$ cat src/rtl/sdspi_saver.sv
// sdspi_saver: copies a RAM region to consecutive SD sectors via the SD SPI controller APB port (mem RD_ADDR/RE/RDATA/RVALID in, APB master out, sdsbusy in, BUSY/DONE/ERR/w_saver_state status, CSUM only with SDSPI_SAVER_CSUM_EN)
module sdspi_saver #(
  parameter int          BLOCKSIZE = 512,
  parameter logic [15:0] BLOCKADDR = 16'h0200,
  parameter logic [15:0] WRCMDADDR = 16'h0004
) (
  input  logic        clk27mhz,
  input  logic        reset,
  input  logic        start,
  input  logic [31:0] sector0,
  input  logic [31:0] maddr0,
  input  logic [31:0] len,
  output logic [31:0] RD_ADDR,
  output logic        RE,
  input  logic [31:0] RDATA,
  input  logic        RVALID,
  output logic        psel,
  output logic        penable,
  output logic        pwrite,
  output logic [15:0] paddr,
  output logic [31:0] pwdata,
  input  logic [31:0] prdata,
  input  logic        pready,
  input  logic        pslverr,
  input  logic        sdsbusy,
  output logic        BUSY,
  output logic        DONE,
  output logic        ERR,
  output logic [7:0]  w_saver_state
`ifdef SDSPI_SAVER_CSUM_EN
  ,
  output logic [31:0] CSUM
`endif
);
  typedef enum logic [3:0] {
    IDLE = 4'd0, MRD = 4'd1, BSETUP = 4'd2, BACC = 4'd3, PAD = 4'd4,
    CSETUP = 4'd5, CACC = 4'd6, WBUSY = 4'd7, WIDLE = 4'd8
  } state_t;
  localparam logic [31:0] MASK = 32'(BLOCKSIZE - 1);
  state_t st, nxt;
  logic [31:0] sector, maddr, ln, off, word;
  logic [1:0] b;
  logic ph;
  logic [31:0] boff, off4;
  logic go, blk_aligned, unused;
`ifdef SDSPI_SAVER_CSUM_EN
  logic [31:0] csum;
  assign CSUM = csum;
`endif
  assign boff = off + {30'd0, b};
  assign off4 = off + 32'd4;
  assign go = start && !sdsbusy;
  assign blk_aligned = (off & MASK) == 32'd0;
  assign unused = ^{prdata, len[1:0]};
  assign BUSY = st != IDLE;
  assign w_saver_state = {4'd0, st};
  assign pwrite = psel;
  always_comb begin
    nxt = st;
    RE = 1'b0;
    RD_ADDR = 32'd0;
    psel = 1'b0;
    penable = 1'b0;
    paddr = 16'd0;
    pwdata = 32'd0;
    case (st)
      IDLE: nxt = (go && len[31:2] != 30'd0) ? MRD : IDLE;
      MRD: begin
        RE = 1'b1;
        RD_ADDR = maddr + off;
        nxt = RVALID ? BSETUP : MRD;
      end
      BSETUP, BACC: begin
        psel = 1'b1;
        penable = st == BACC;
        paddr = BLOCKADDR + 16'(boff & MASK);
        pwdata = {24'h0, word[{b, 3'b000} +: 8]};
        nxt = st == BSETUP ? BACC : !pready ? BACC : pslverr ? IDLE : b != 2'd3 ? BSETUP :
              ((off4 & MASK) == 32'd0 || off4 == ln) ? PAD : MRD;
      end
      // ph=0 is the setup phase of a pad write, ph=1 its access phase; an aligned
      // offset in setup means the block is already full and we move on to the command
      PAD: begin
        psel = ph || !blk_aligned;
        penable = ph;
        paddr = BLOCKADDR + 16'(off & MASK);
        nxt = (!ph && blk_aligned) ? CSETUP : (ph && pready) ? (pslverr ? IDLE : PAD) : PAD;
      end
      CSETUP, CACC: begin
        psel = 1'b1;
        penable = st == CACC;
        paddr = WRCMDADDR;
        pwdata = sector;
        nxt = st == CSETUP ? CACC : !pready ? CACC : pslverr ? IDLE : WBUSY;
      end
      WBUSY: nxt = sdsbusy ? WIDLE : WBUSY;
      WIDLE: nxt = sdsbusy ? WIDLE : off >= ln ? IDLE : MRD;
      default: nxt = IDLE;
    endcase
  end
  always_ff @(posedge clk27mhz or posedge reset) begin
    if (reset) begin
      st <= IDLE;
      sector <= 32'd0;
      maddr <= 32'd0;
      ln <= 32'd0;
      off <= 32'd0;
      word <= 32'd0;
      b <= 2'd0;
      ph <= 1'b0;
      DONE <= 1'b0;
      ERR <= 1'b0;
`ifdef SDSPI_SAVER_CSUM_EN
      csum <= 32'd0;
`endif
    end else begin
      st <= nxt;
      if (st == IDLE && go) begin
        sector <= sector0;
        maddr <= maddr0;
        ln <= {len[31:2], 2'b00};
        off <= 32'd0;
        ERR <= 1'b0;
        DONE <= len[31:2] == 30'd0;
`ifdef SDSPI_SAVER_CSUM_EN
        csum <= 32'd0;
`endif
      end
      if (st == MRD && RVALID) begin
        word <= RDATA;
        b <= 2'd0;
`ifdef SDSPI_SAVER_CSUM_EN
        csum <= csum + RDATA;
`endif
      end
      if (st == BACC && pready && !pslverr) begin
        b <= b + 2'd1;
        if (b == 2'd3) off <= off4;
      end
      if (st == PAD && (ph || !blk_aligned)) begin
        if (!ph) ph <= 1'b1;
        else if (pready) begin
          ph <= 1'b0;
          if (!pslverr) off <= off + 32'd1;
        end
      end
      if (penable && pready && pslverr) ERR <= 1'b1;
      if (st == WIDLE && !sdsbusy) begin
        sector <= sector + 32'd1;
        if (off >= ln) DONE <= 1'b1;
      end
    end
  end
endmodule
$ cat config.mk
export PLATFORM = sky130hd
export DESIGN_NAME = sdspi_saver
export DESIGN_NICKNAME = d
export VERILOG_FILES = /design/src/rtl/sdspi_saver.sv
export SDC_FILE = /design/constraint.sdc
export NUM_CORES = 1
export LEC_CHECK = 0
export ABC_AREA = 1
export CAP_MARGIN = 10
export CORE_MARGIN = 1.5
export CORE_UTILIZATION = 55
export CTS_CLUSTER_DIAMETER = 60
export CTS_CLUSTER_SIZE = 20
export DETAILED_ROUTE_END_ITERATION = 10
export PLACE_DENSITY_LB_ADDON = 0.05
export SYNTH_ARGS = -nofsm -noshare
export SYNTH_HDL_FRONTEND = slang
export SYNTH_SLANG_ARGS = --single-unit
$ cat constraint.sdc
create_clock -name clk27mhz -period 17.8 [get_ports clk27mhz]
set_clock_uncertainty 0.05 [all_clocks]
set_input_delay 3.56 -clock clk27mhz [delete_from_list [all_inputs] [get_ports clk27mhz]]
set_output_delay 3.56 -clock clk27mhz [all_outputs]
set_load 0.02 [all_outputs]
# After elaboration in Yosys (flattened, before gate mapping)
# Index checks and enable logic that the tools add are counted.
# op_classes
n_eq_ne	11
bitwise	0
mux	41
reduce_logical	30
add_sub_neg	8
shifts	1
multipliers	0
magnitude_cmp	1
div_mod_pow	0
# ops
op	count
$mux 32	10
$add 32x1->32 const B	2
$logic_not 32->1	2
$pmux 32 s2	1
$mux 3	11
$pmux 11 s3	1
$add 32x3->32 const B	1
$add 32x32->32	1
$eq 32x32->1	1
$ge 32x32->1	1
$shiftx 32x6->8	1
$logic_not 30->1	1
$reduce_bool 30->1	1
$pmux 4 s7	1
$add 10x9->11 const A	2
$eq 4x3->1 const B	4
$logic_and 1x1->1	12
$mux 1	10
$add 9x2->9	1
$eq 4x2->1 const B	2
$mux 4	2
$mux 2	3
$reduce_bool 2->1	3
$eq 4x1->1 const B	1
12 further kinds	17
# word_totals
inputBits	167
output_inout_bits	95
ramBits	0
ff_bits	167
romBits	0
latchBits	0
n_memories	0

# Logic depth before layout (Yosys ltp)
# Gate-level depths: netlist (run 1).
# depth
word_depth	10
mapped_depth	18
ltp_nobuf	18

# Worst setup path before layout (run 1)
# OpenSTA, ideal clock, no wires.
# synth_path
path_kind	flip-flop to output port
from	register off[0]
to	output RD_ADDR[22]
arrival_ns	2.298
required_time_ns	14.190
path_stages_with_launch	17
slack_ns	11.892
path_cell_list	dfrtp_1 ha_1 fa_1 nand2_1 nand2_1 o21ai_0 o21ai_0 a21o_1 nand2_1 nand2_1 nand2_1 nand2_1 nand3_1 nand2_1 nand2_1 inv_1 nor2_1
# synth_via
elab_chain_cells	2
# synth_lines
element	line_no	rtl
start: declaration	41	logic [31:0] sector, maddr, ln, off, word;
start signal: assignment	144	if (!pslverr) off <= off + 32'd1;
$add 32x32->32	70	RD_ADDR = maddr + off;
$mux 32	66	case (st)
end: declaration	13	output logic [31:0] RD_ADDR,
# Every way passes these cells.

# Worst setup path in the final report (run 1)
# layout_path
from	register off[2]
to	output RD_ADDR[27]
# Same word-level chain as after synthesis.

==> reports/qor.csv, run 1 <==
stage;metric;value;unit
sta;setup_violations;0;
cts;post_cts_buffers;0;
setup_path;r2r_end;off[31]$_DFF_PP0_;
route;drt_iter0_markers;1227;
setup_path;cp-startpoint;off[2]$_DFF_PP0_;
global_routing;grt_max_degree;101;
route;drt_pass1_iterations;7;
floorplanning;io_pins;262;
setup_path;critPathSlowestCell;dfrtp_1;
sta;fin_crit;7550;ps
cts;path_clk_slew;80;ps
synthesis;syn-cell-area;0.0130;mm2
synthesis;avgSynthCellArea;6.87;um2
run_status;outcome;completed;
cts;cts_tree;yes;
global_routing;grt-ovfl-total;0;
sta;slew_headroom;34.2;%
sta;hold_viol_final;0;
route;detail_route.wirelength;43.1;mm
cts;ctsResizeCount;0;
setup_path;cp-end-kind;primary output;
sta;clock.fmax;0.132;GHz
route;drtAntennaViolNets;0;
sta;slew_violations;0;
floorplanning;die_y;157;um
synthesis;yosys.cell_types.count;53;
sta;period_share;42.4;%
floorplanning;die_x;157;um
finish;antenna_cells;0;
power_and_ir_drop;leakage;0.00761;uW
setup_path;r2r_cells;9;
power_and_ir_drop;switchingPower;915;uW
cts;cts_made_buffers;17;
finish;syn_to_final_growth;23.2;%
job;drv_cap;0;
power_and_ir_drop;pwr-share-comb;46.3;%
floorplanning;core-area;0.0233;mm2
synthesis;synth-edff-count;0;
synthesis;synth_fa_ha_area_share;6.94;%
power_and_ir_drop;total_power;2010;uW
setup_path;max_stage_delay;680;ps
power_and_ir_drop;p_sw_share;45.4;%
synthesis;synthMuxAreaShare;2.08;%
hold_path;min_path_cells;2;
cts;clock_latency;450;ps
power_and_ir_drop;seq_power_share;33.5;%
global_routing;grt_usage;35.2;%
route;wl_per_cell;17.8;um
cts;cts_hold_buf;0;
global_routing;antenna_found_initial;0;
setup_path;cp_max_fo;9;
synthesis;synth_compound_area_share;15.8;%
cts;cts_sinks;167;
synthesis;yosys_warnings;0;
route;drc_errors;0;
synthesis;synth_xor_area_share;3.45;%
global_routing;grt_pass1_wl;67.6;mm
floorplanning;core.rowCount;56;
setup_path;crit_end;RD_ADDR[27];
synthesis;synth_top_family_by_area;simple AND/OR/NAND/NOR gates;
setup_path;r2r_start;b[0]$_DFFE_PP0P_;
sta;holdWs;439;ps
placed_design;hpwl;32.1;mm
power_and_ir_drop;pwr-share-clk;20.2;%
setup_path;cp.arrival;3940;ps
placed_design;port_buffers;217;
synthesis;ys.flop_type;dfrtp_1;
power_and_ir_drop;ir_worst_vdd;100;uV
power_and_ir_drop;p_int;1100;uW
synthesis;ys_seq_area_share;32.1;%
cts;clock_path_buffers;2;
sta;grt_setup_unrepaired;false;
setup_path;worstPathCellList;ha_1 > nor2_1 > nand2_1 > o21ai_0 > o21ai_1 > inv_1 > o21ai_1 > inv_1 > o21bai_1 > nand4_1 > nand3_1 > nand2_1 > nor2_1 > clkdlybuf4s50_1;
finish;finalCoreUtilization;68.8;%
cts;cts_htree_levels;4;
cts;cts_root_buffer;clkbuf_16;
setup_path;worstSetupStartpointType;register;
route;routed_via_density;5.75;
sta;worstMarginPinSlew;986;ps
synthesis;synth-simple-area-share;30.5;%
setup_path;crit_required;14190;ps
finish;final_layout_size_suffix_gt1_share;5.25;%
synthesis;ys_seq_elements;167;
setup_path;critPathKind;register to primary output;
floorplanning;initial_utilization;55.8;%
power_and_ir_drop;power_density;125;mW/mm2
floorplanning;die_area;0.0246;mm2
synthesis;synthCells;1896;
synthesis;async_reset_ff_share;100;%
sta;final.setup.tns;0;ps
finish;layout_commonest_cell;nand2_1;
hold_path;hp-class;register to register;
finish;nets;2322;
setup_path;ff2ff_setup_slack;14230;ps
global_routing;grt_pass1_vias;13300;
placed_design;place_congestion;0.933;
route;vias;13900;
finish;layout_common_cells;nand2_1 (499), inv_1 (224), clkdlybuf4s50_1 (217);
## cells by family after synthesis
| group | Yosys count |
|---|---|
| simple gates | 922 |
| compound gates | 363 |
| buf+inv | 300 |
| flops | 167 |
| fa+ha+maj | 71 |
| xor+xnor | 48 |
| mux | 24 |
| other cells | 1 |
## synthesized netlist by cell type (3+ instances only)
cell	count	share of area (%)
a211oi_1	3	0.17
a21oi_1	136	5.2
a221oi_1	5	0.34
a31oi_1	3	0.14
buf_1	4	0.12
buf_2	9	0.35
buf_4	12	0.69
clkbuf_1	41	1.2
dfrtp_1	167	32
ha_1	69	6.6
inv_1	226	6.5
inv_2	4	0.12
mux2_2	24	2.1
nand2_1	499	14
nand2_2	7	0.34
nand2_4	4	0.35
nand3_1	118	4.5
nand4_1	24	1.2
nor2_1	188	5.4
nor2_2	12	0.58
nor2_4	6	0.52
nor2_8	3	0.46
nor3_1	36	1.4
nor4_1	20	0.96
o211ai_1	18	1.0
o21a_1	5	0.29
o21ai_0	127	4.9
o21ai_1	5	0.19
o221ai_1	19	1.3
o22ai_1	26	1.2
xor2_1	44	3.0
## metrics by stage
stage | instances | worst slack (ps) | cell area (um2)
floorplan | 1905 | 9670 | 13100
global placement | 2384 | 10890 | 15400
detailed placement | 2384 | 10820 | 15400
CTS | 2416 | 10350 | 16000
global route | 2416 | 10000 | 16000
finish | 2416 | 10250 | 16000
## metal layers
metal | GRT usage [%] | up-vias | wire [um]
li1 | - | 6653 | -
met1 | 43.0 | 6444 | 17000
met2 | 60.0 | 660 | 20500
met3 | 6.20 | 137 | 3520
met4 | 17.1 | 0 | 2080
met5 | 0 | - | 0
## registers in the layout, summed over array words and instances, names as in the netlist, 2 cells and up
name / flops
off: 32
b: 2
ln: 30
sector: 32
st: 4
word: 32
maddr: 32
## power by group through the flow
stage          Clock (uW)  Sequential, uW  Combinational [uW]
2_1_floorplan           0             624                 637
3_3_place_gp            0             671                 898
3_5_place_dp            0             675                 919
4_1_cts               409             671                 927
5_1_grt               425             690                1030
6_report              406             675                 931
## worst min-delay path by stage
stage	start	to	slack [ps]
4_1_cts	maddr[9]$_DFFE_PP0P_	maddr[9]$_DFFE_PP0P_	440
2_1_floorplan	ln[3]$_DFFE_PP0P_	ln[3]$_DFFE_PP0P_	400
3_5_place_dp	maddr[2]$_DFFE_PP0P_	maddr[2]$_DFFE_PP0P_	420
6_report	maddr[9]$_DFFE_PP0P_	maddr[9]$_DFFE_PP0P_	440
3_3_place_gp	maddr[20]$_DFFE_PP0P_	maddr[20]$_DFFE_PP0P_	420
5_1_grt	maddr[9]$_DFFE_PP0P_	maddr[9]$_DFFE_PP0P_	460
## critical path, delay by kind of cell (launching register included)
| family | cells | cell delay, ps |
|---|---|---|
| compound gates | 4 | 1110 |
| buf+inv | 3 | 790 |
| flops | 1 | 680 |
| simple gates | 6 | 610 |
| fa+ha+maj | 1 | 300 |
## area by class of cell
type | instances | area, um2
timing repair buffer | 226 | 2240
inverter | 234 | 888
tap | 319 | 399
clock inverter | 15 | 221
fill | 2076 | 7290
sequential | 167 | 4180
multi-input combinational | 1438 | 7690
clock buffer | 17 | 425
Power figures use the tool's default switching activity.
==> run 2: changes to the inputs <==
--- a/config.mk
+++ b/config.mk
@@ -8,7 +8,7 @@
 export ABC_AREA = 1
 export CAP_MARGIN = 10
 export CORE_MARGIN = 1.5
-export CORE_UTILIZATION = 55
+export CORE_UTILIZATION = 53
 export CTS_CLUSTER_DIAMETER = 60
 export CTS_CLUSTER_SIZE = 20
 export DETAILED_ROUTE_END_ITERATION = 10
==> constraint.sdc (replaced) <==
create_clock -name clk27mhz -period 7.5 [get_ports clk27mhz]
set_clock_uncertainty 0.05 [all_clocks]
set_input_delay 1.5 -clock clk27mhz [delete_from_list [all_inputs] [get_ports clk27mhz]]
set_output_delay 1.5 -clock clk27mhz [all_outputs]
set_load 0.02 [all_outputs]
==> reports/qor.csv, run 2 (same netlist as run 1, synthesis figures left out) <==
stage;metric;value;unit
run_status;outcome;completed;
global_routing;grt_usage;33.6;%
route;wl_per_cell;17.8;um
finish;nets;2322;
route;vias;13800;
finish;layout_commonest_cell;nand2_1;
finish;regArea;0.00418;mm2
power_and_ir_drop;ir_worst_vdd;229;uV
finish;multi_input_area;0.00769;mm2
cts;post_cts_buffers;0;
sta;hold_viol_final;0;
cts;cts_root_buffer;clkbuf_16;
finish;fin_cells;2421;
route;drt_iter0_markers;1080;
finish;antenna_cells;0;
placed_design;dp_cells;2389;
hold_path;min_to;maddr[13]$_DFFE_PP0P_;
sta;setup_slack;2070;ps
sta;holdWs;441;ps
sta;slew_headroom;36.1;%
finish;syn_to_final_growth;23.2;%
floorplanning;core-area;0.0242;mm2
floorplanning;core.rowCount;57;
sta;worstMarginPinSlew;959;ps
power_and_ir_drop;leakage;0.00761;uW
setup_path;r2r_end;off[30]$_DFF_PP0_;
setup_path;crit_required;5950;ps
sta;fin_crit;5430;ps
hold_path;hp-class;register to register;
setup_path;cp.arrival;3880;ps
sta;grt_setup_unrepaired;false;
sta;final.setup.tns;0;ps
global_routing;grt-ovfl-total;0;
sta;slew_violations;0;
route;drc_errors;0;
power_and_ir_drop;power_density;297;mW/mm2
setup_path;cp_max_fo;9;
placed_design;placed_area;0.0154;mm2
finish;layout_common_cells;nand2_1 (499), inv_1 (224), clkdlybuf4s50_1 (217);
setup_path;cp-end-kind;primary output;
route;drt_pass1_iterations;8;
setup_path;r2r_start;b[0]$_DFFE_PP0P_;
sta;period_share;72.4;%
placed_design;detailedPlace.worstSlack;2650;ps
hold_path;min_path_cells;2;
placed_design;port_buffers;217;
placed_design;hpwl;32.4;mm
cts;cts_sinks;167;
global_routing;grt_max_degree;102;
sta;clock.fmax;0.184;GHz
cts;clock_latency;460;ps
setup_path;worstSetupStartpointType;register;
cts;path_clk_slew;70;ps
global_routing;grt_pass1_vias;13400;
placed_design;place_congestion;0.931;
floorplanning;die_y;160;um
hold_path;min_from;maddr[13]$_DFFE_PP0P_;
floorplanning;io_pins;262;
setup_path;r2r_cells;9;
finish;fillers;2198;
cts;cts_made_buffers;17;
cts;clock_path_buffers;2;
route;drtAntennaViolNets;0;
cts;cts_htree_levels;4;
global_routing;antenna_found_initial;0;
route;routed_via_density;5.68;
cts;ctsResizeCount;0;
setup_path;ff2ff_setup_slack;4130;ps
cts;cts_hold_buf;0;
global_routing;grt_pass1_wl;68.0;mm
floorplanning;die_x;160;um
cts;cts_tree;yes;
floorplanning;initial_utilization;53.7;%
job;drv_cap;0;
floorplanning;die_area;0.0255;mm2
sta;setup_violations;0;
setup_path;critPathKind;register to primary output;
route;detail_route.wirelength;43.1;mm
finish;stdcell_area;0.0160;mm2
finish;final_layout_size_suffix_gt1_share;5.25;%
==> run 2: cell count changes in the layout (fill, tap and decap cells not counted) <==
cell	previous run	this run
inv_6	2	4
inv_12	5	3
clkinv_8	6	7
inv_8	3	2
==> run 2: layout make-up <==
cell class / count / share of cell area [%]
clock buffer: 17 / 2.65
tap: 324 / 2.53
inverter: 234 / 5.54
sequential: 167 / 26.1
clock inverter: 15 / 1.32
multi-input combinational: 1438 / 48.0
timing repair buffer: 226 / 14.0
==> run 2: power breakdown <==
| group | internal, uW | switching (uW) | total, uW | leakage, uW |
|---|---|---|---|---|
| Clock | 465 | 498 | 962 | 0.000305 |
| Sequential | 1260 | 335 | 1590 | 0.00209 |
| Combinational | 876 | 1330 | 2200 | 0.00521 |
==> run 2: how the worst max path moves through the flow <==
stage                           endpoint              from  slack [ps]  depth (start not counted)
after global placement       RD_ADDR[23]  off[2]$_DFF_PP0_        2730                         16
after detailed placement     RD_ADDR[23]  off[2]$_DFF_PP0_        2650                         16
final                        RD_ADDR[23]  off[2]$_DFF_PP0_        2070                         16
after global routing         RD_ADDR[23]  off[2]$_DFF_PP0_        1780                         16
after floorplan           DONE$_DFF_PP0_             reset        1430                          1
after CTS                    RD_ADDR[23]  off[2]$_DFF_PP0_        2100                         16
==> run 2: critical path: stages, from the launching register on <==
cell and delay (ps):
dfrtp_1 640, ha_1 280, nor2_1 60, nand2_1 50, o21ai_0 140, o21ai_1 440, inv_1 80, o21ai_1 290
nand2_1 100, nand2_1 150, nand2_1 80, nand2_1 100, nand2_1 60, nand2_1 70, o21ai_0 80, a21oi_1 190
clkdlybuf4s50_1 630
==> run 2: stage by stage <==
step	util [%]	total power [uW]
floorplan	-	2990
global placement	63.5	3720
detailed placement	63.5	3780
CTS	66.2	4750
global route	66.2	5090
finish	66.2	4760
==> run 2: per-layer routing <==
metal	vias up	share of wire (%)	track usage, %
met5	-	0	0
met4	0	3.7	14.4
met3	110	7.8	7.27
met2	551	48	57.4
met1	6446	41	40.9
li1	6643	-	-
==> run 3: changes to the inputs <==
--- a/config.mk
+++ b/config.mk
@@ -8,7 +8,7 @@
 export ABC_AREA = 1
 export CAP_MARGIN = 10
 export CORE_MARGIN = 1.5
-export CORE_UTILIZATION = 53
+export CORE_UTILIZATION = 48
 export CTS_CLUSTER_DIAMETER = 60
 export CTS_CLUSTER_SIZE = 20
 export DETAILED_ROUTE_END_ITERATION = 10
==> constraint.sdc (replaced) <==
create_clock -name clk27mhz -period 4.4 [get_ports clk27mhz]
set_clock_uncertainty 0.05 [all_clocks]
set_input_delay 0.88 -clock clk27mhz [delete_from_list [all_inputs] [get_ports clk27mhz]]
set_output_delay 0.88 -clock clk27mhz [all_outputs]
set_load 0.02 [all_outputs]
==> reports/qor.csv, run 3 (same netlist as run 1, synthesis figures left out) <==
stage;metric;value;unit
placed_design;detailedPlace.worstSlack;454;ps
route;drt_iter0_markers;1117;
setup_path;worstPathCellList;ha_1 > nand2_1 > nand2_1 > o21ai_0 > o21ai_1 > inv_1 > o21ai_2 > inv_1 > o21bai_1 > o21ai_0 > a21oi_1 > clkdlybuf4s50_1;
finish;stdcell_area;0.0163;mm2
hold_path;hp-class;register to register;
setup_path;critPathKind;register to primary output;
placed_design;hpwl;33.4;mm
global_routing;grt_max_degree;91;
floorplanning;die_y;168;um
power_and_ir_drop;power_density;499;mW/mm2
cts;cts_hold_buf;0;
global_routing;grt_pass1_vias;13400;
sta;grt_setup_unrepaired;false;
finish;layout_common_cells;nand2_1 (499), inv_1 (224), clkdlybuf4s50_1 (210);
global_routing;antenna_found_initial;0;
cts;cts_sinks;167;
finish;nets;2348;
sta;final.setup.tns;0;ps
placed_design;place_congestion;0.954;
route;wl_per_cell;17.8;um
sta;hold_viol_final;0;
sta;fin_crit;4170;ps
global_routing;grt-ovfl-total;0;
power_and_ir_drop;ir_worst_vdd;374;uV
setup_path;cp-end-kind;primary output;
global_routing;grt_pass1_wl;69.1;mm
finish;final_layout_size_suffix_gt1_share;6.78;%
cts;cts_made_buffers;17;
route;drtAntennaViolNets;0;
sta;slew_violations;0;
route;routed-wl-met2;20.8;mm
route;detail_route.wirelength;43.8;mm
setup_path;cpLargestDelayFamily;compound AO/OA/AOI/OAI gates;
route;vias;13800;
sta;slew_headroom;37.6;%
finish;syn_to_final_growth;25.3;%
setup_path;cp_max_fo;5;
setup_path;worstSetupStartpointType;register;
sta;setup_violations;0;
sta;setup_slack;228;ps
cts;cts_tree;yes;
route;drt_pass1_iterations;7;
finish;layout_commonest_cell;nand2_1;
global_routing;grt_usage;31.2;%
cts;clock_latency;440;ps
route;wl_met3;3.14;mm
power_and_ir_drop;leakage;0.00786;uW
floorplanning;io_pins;262;
run_status;outcome;completed;
sta;clock.fmax;0.240;GHz
route;wl_met1;18.0;mm
sta;period_share;94.8;%
cts;path_clk_slew;80;ps
floorplanning;die_x;168;um
cts;cts_root_buffer;clkbuf_16;
job;drv_cap;0;
placed_design;port_buffers;217;
floorplanning;core.rowCount;60;
setup_path;max_stage_delay;640;ps
setup_path;critPathBufInv;3;
finish;antenna_cells;0;
route;drc_errors;0;
placed_design;placed_area;0.0156;mm2
floorplanning;initial_utilization;48.6;%
setup_path;ff2ff_setup_slack;1420;ps
finish;finalCoreUtilization;60.9;%
floorplanning;core-area;0.0268;mm2
setup_path;cp.arrival;3240;ps
cts;clock_path_buffers;2;
sta;worstMarginPinSlew;936;ps
setup_path;crit_required;3470;ps
floorplanning;die_area;0.0281;mm2
setup_path;critPathSlowestCell;clkdlybuf4s50_1;
route;topRoutingLayerUsed;met4;
route;routed_via_density;5.59;
cts;cts_htree_levels;4;
==> run 3: layer usage <==
metal / GRT usage [%] / up-vias
met2: 53.0 / 515
met1: 38.5 / 6436
li1: - / 6709
met3: 5.93 / 104
met5: 0 / -
met4: 14.3 / 0
==> run 3: path summary, 6_finish.rpt <==
path                                      start                    to  cells after the start
max                            off[1]$_DFF_PP0_           RD_ADDR[11]                     12
min                        maddr[2]$_DFFE_PP0P_  maddr[2]$_DFFE_PP0P_                      2
max reg2reg                    off[1]$_DFF_PP0_     off[20]$_DFF_PP0_                      9
min reg2reg                maddr[2]$_DFFE_PP0P_  maddr[2]$_DFFE_PP0P_                      2
max in group asynchronous                 reset    ln[26]$_DFFE_PP0P_                      3
min in group asynchronous                 reset  word[28]$_DFFE_PP0P_                      3
==> run 3: through the flow <==
stage                     hold slack, ps  total power, uW  std cells
after CTS                            443             8160       2463
after floorplan                      403             5100       1905
after global placement               420             6480       2431
after detailed placement             424             6540       2431
final                                443             8140       2464
after global routing                 457             8750       2464
==> run 3: final cells by class <==
class,count,area (um2)
Multi-Input combinational cell,1438,7720
Sequential cell,167,4180
Clock buffer,17,425
Timing Repair Buffer,252,2480
Fill cell,2549,10500
Tap cell,341,427
Clock inverter,15,200
Inverter,234,887
==> run 3: timing repair <==
item,CTS,global route
resized for setup,1,16
setup buffers,0,1
pin swaps,0,1
setup endpoints to repair,1,15
==> run 3: worst register-to-register path: cells and delay by family (launching register included) <==
family                   cells  cell delay [ps]
AND/OR/NAND/NOR              4             1200
buffers and inverters        3              600
flip-flops                   1              460
adder cells (fa/ha/maj)      1              320
AO/OA/AOI/OAI                1              230
==> run 3: power by group <==
part | switching, uW | internal, uW
clock | 808 | 779
sequential | 508 | 2150
combinational | 2350 | 1550
total | 3670 | 4470
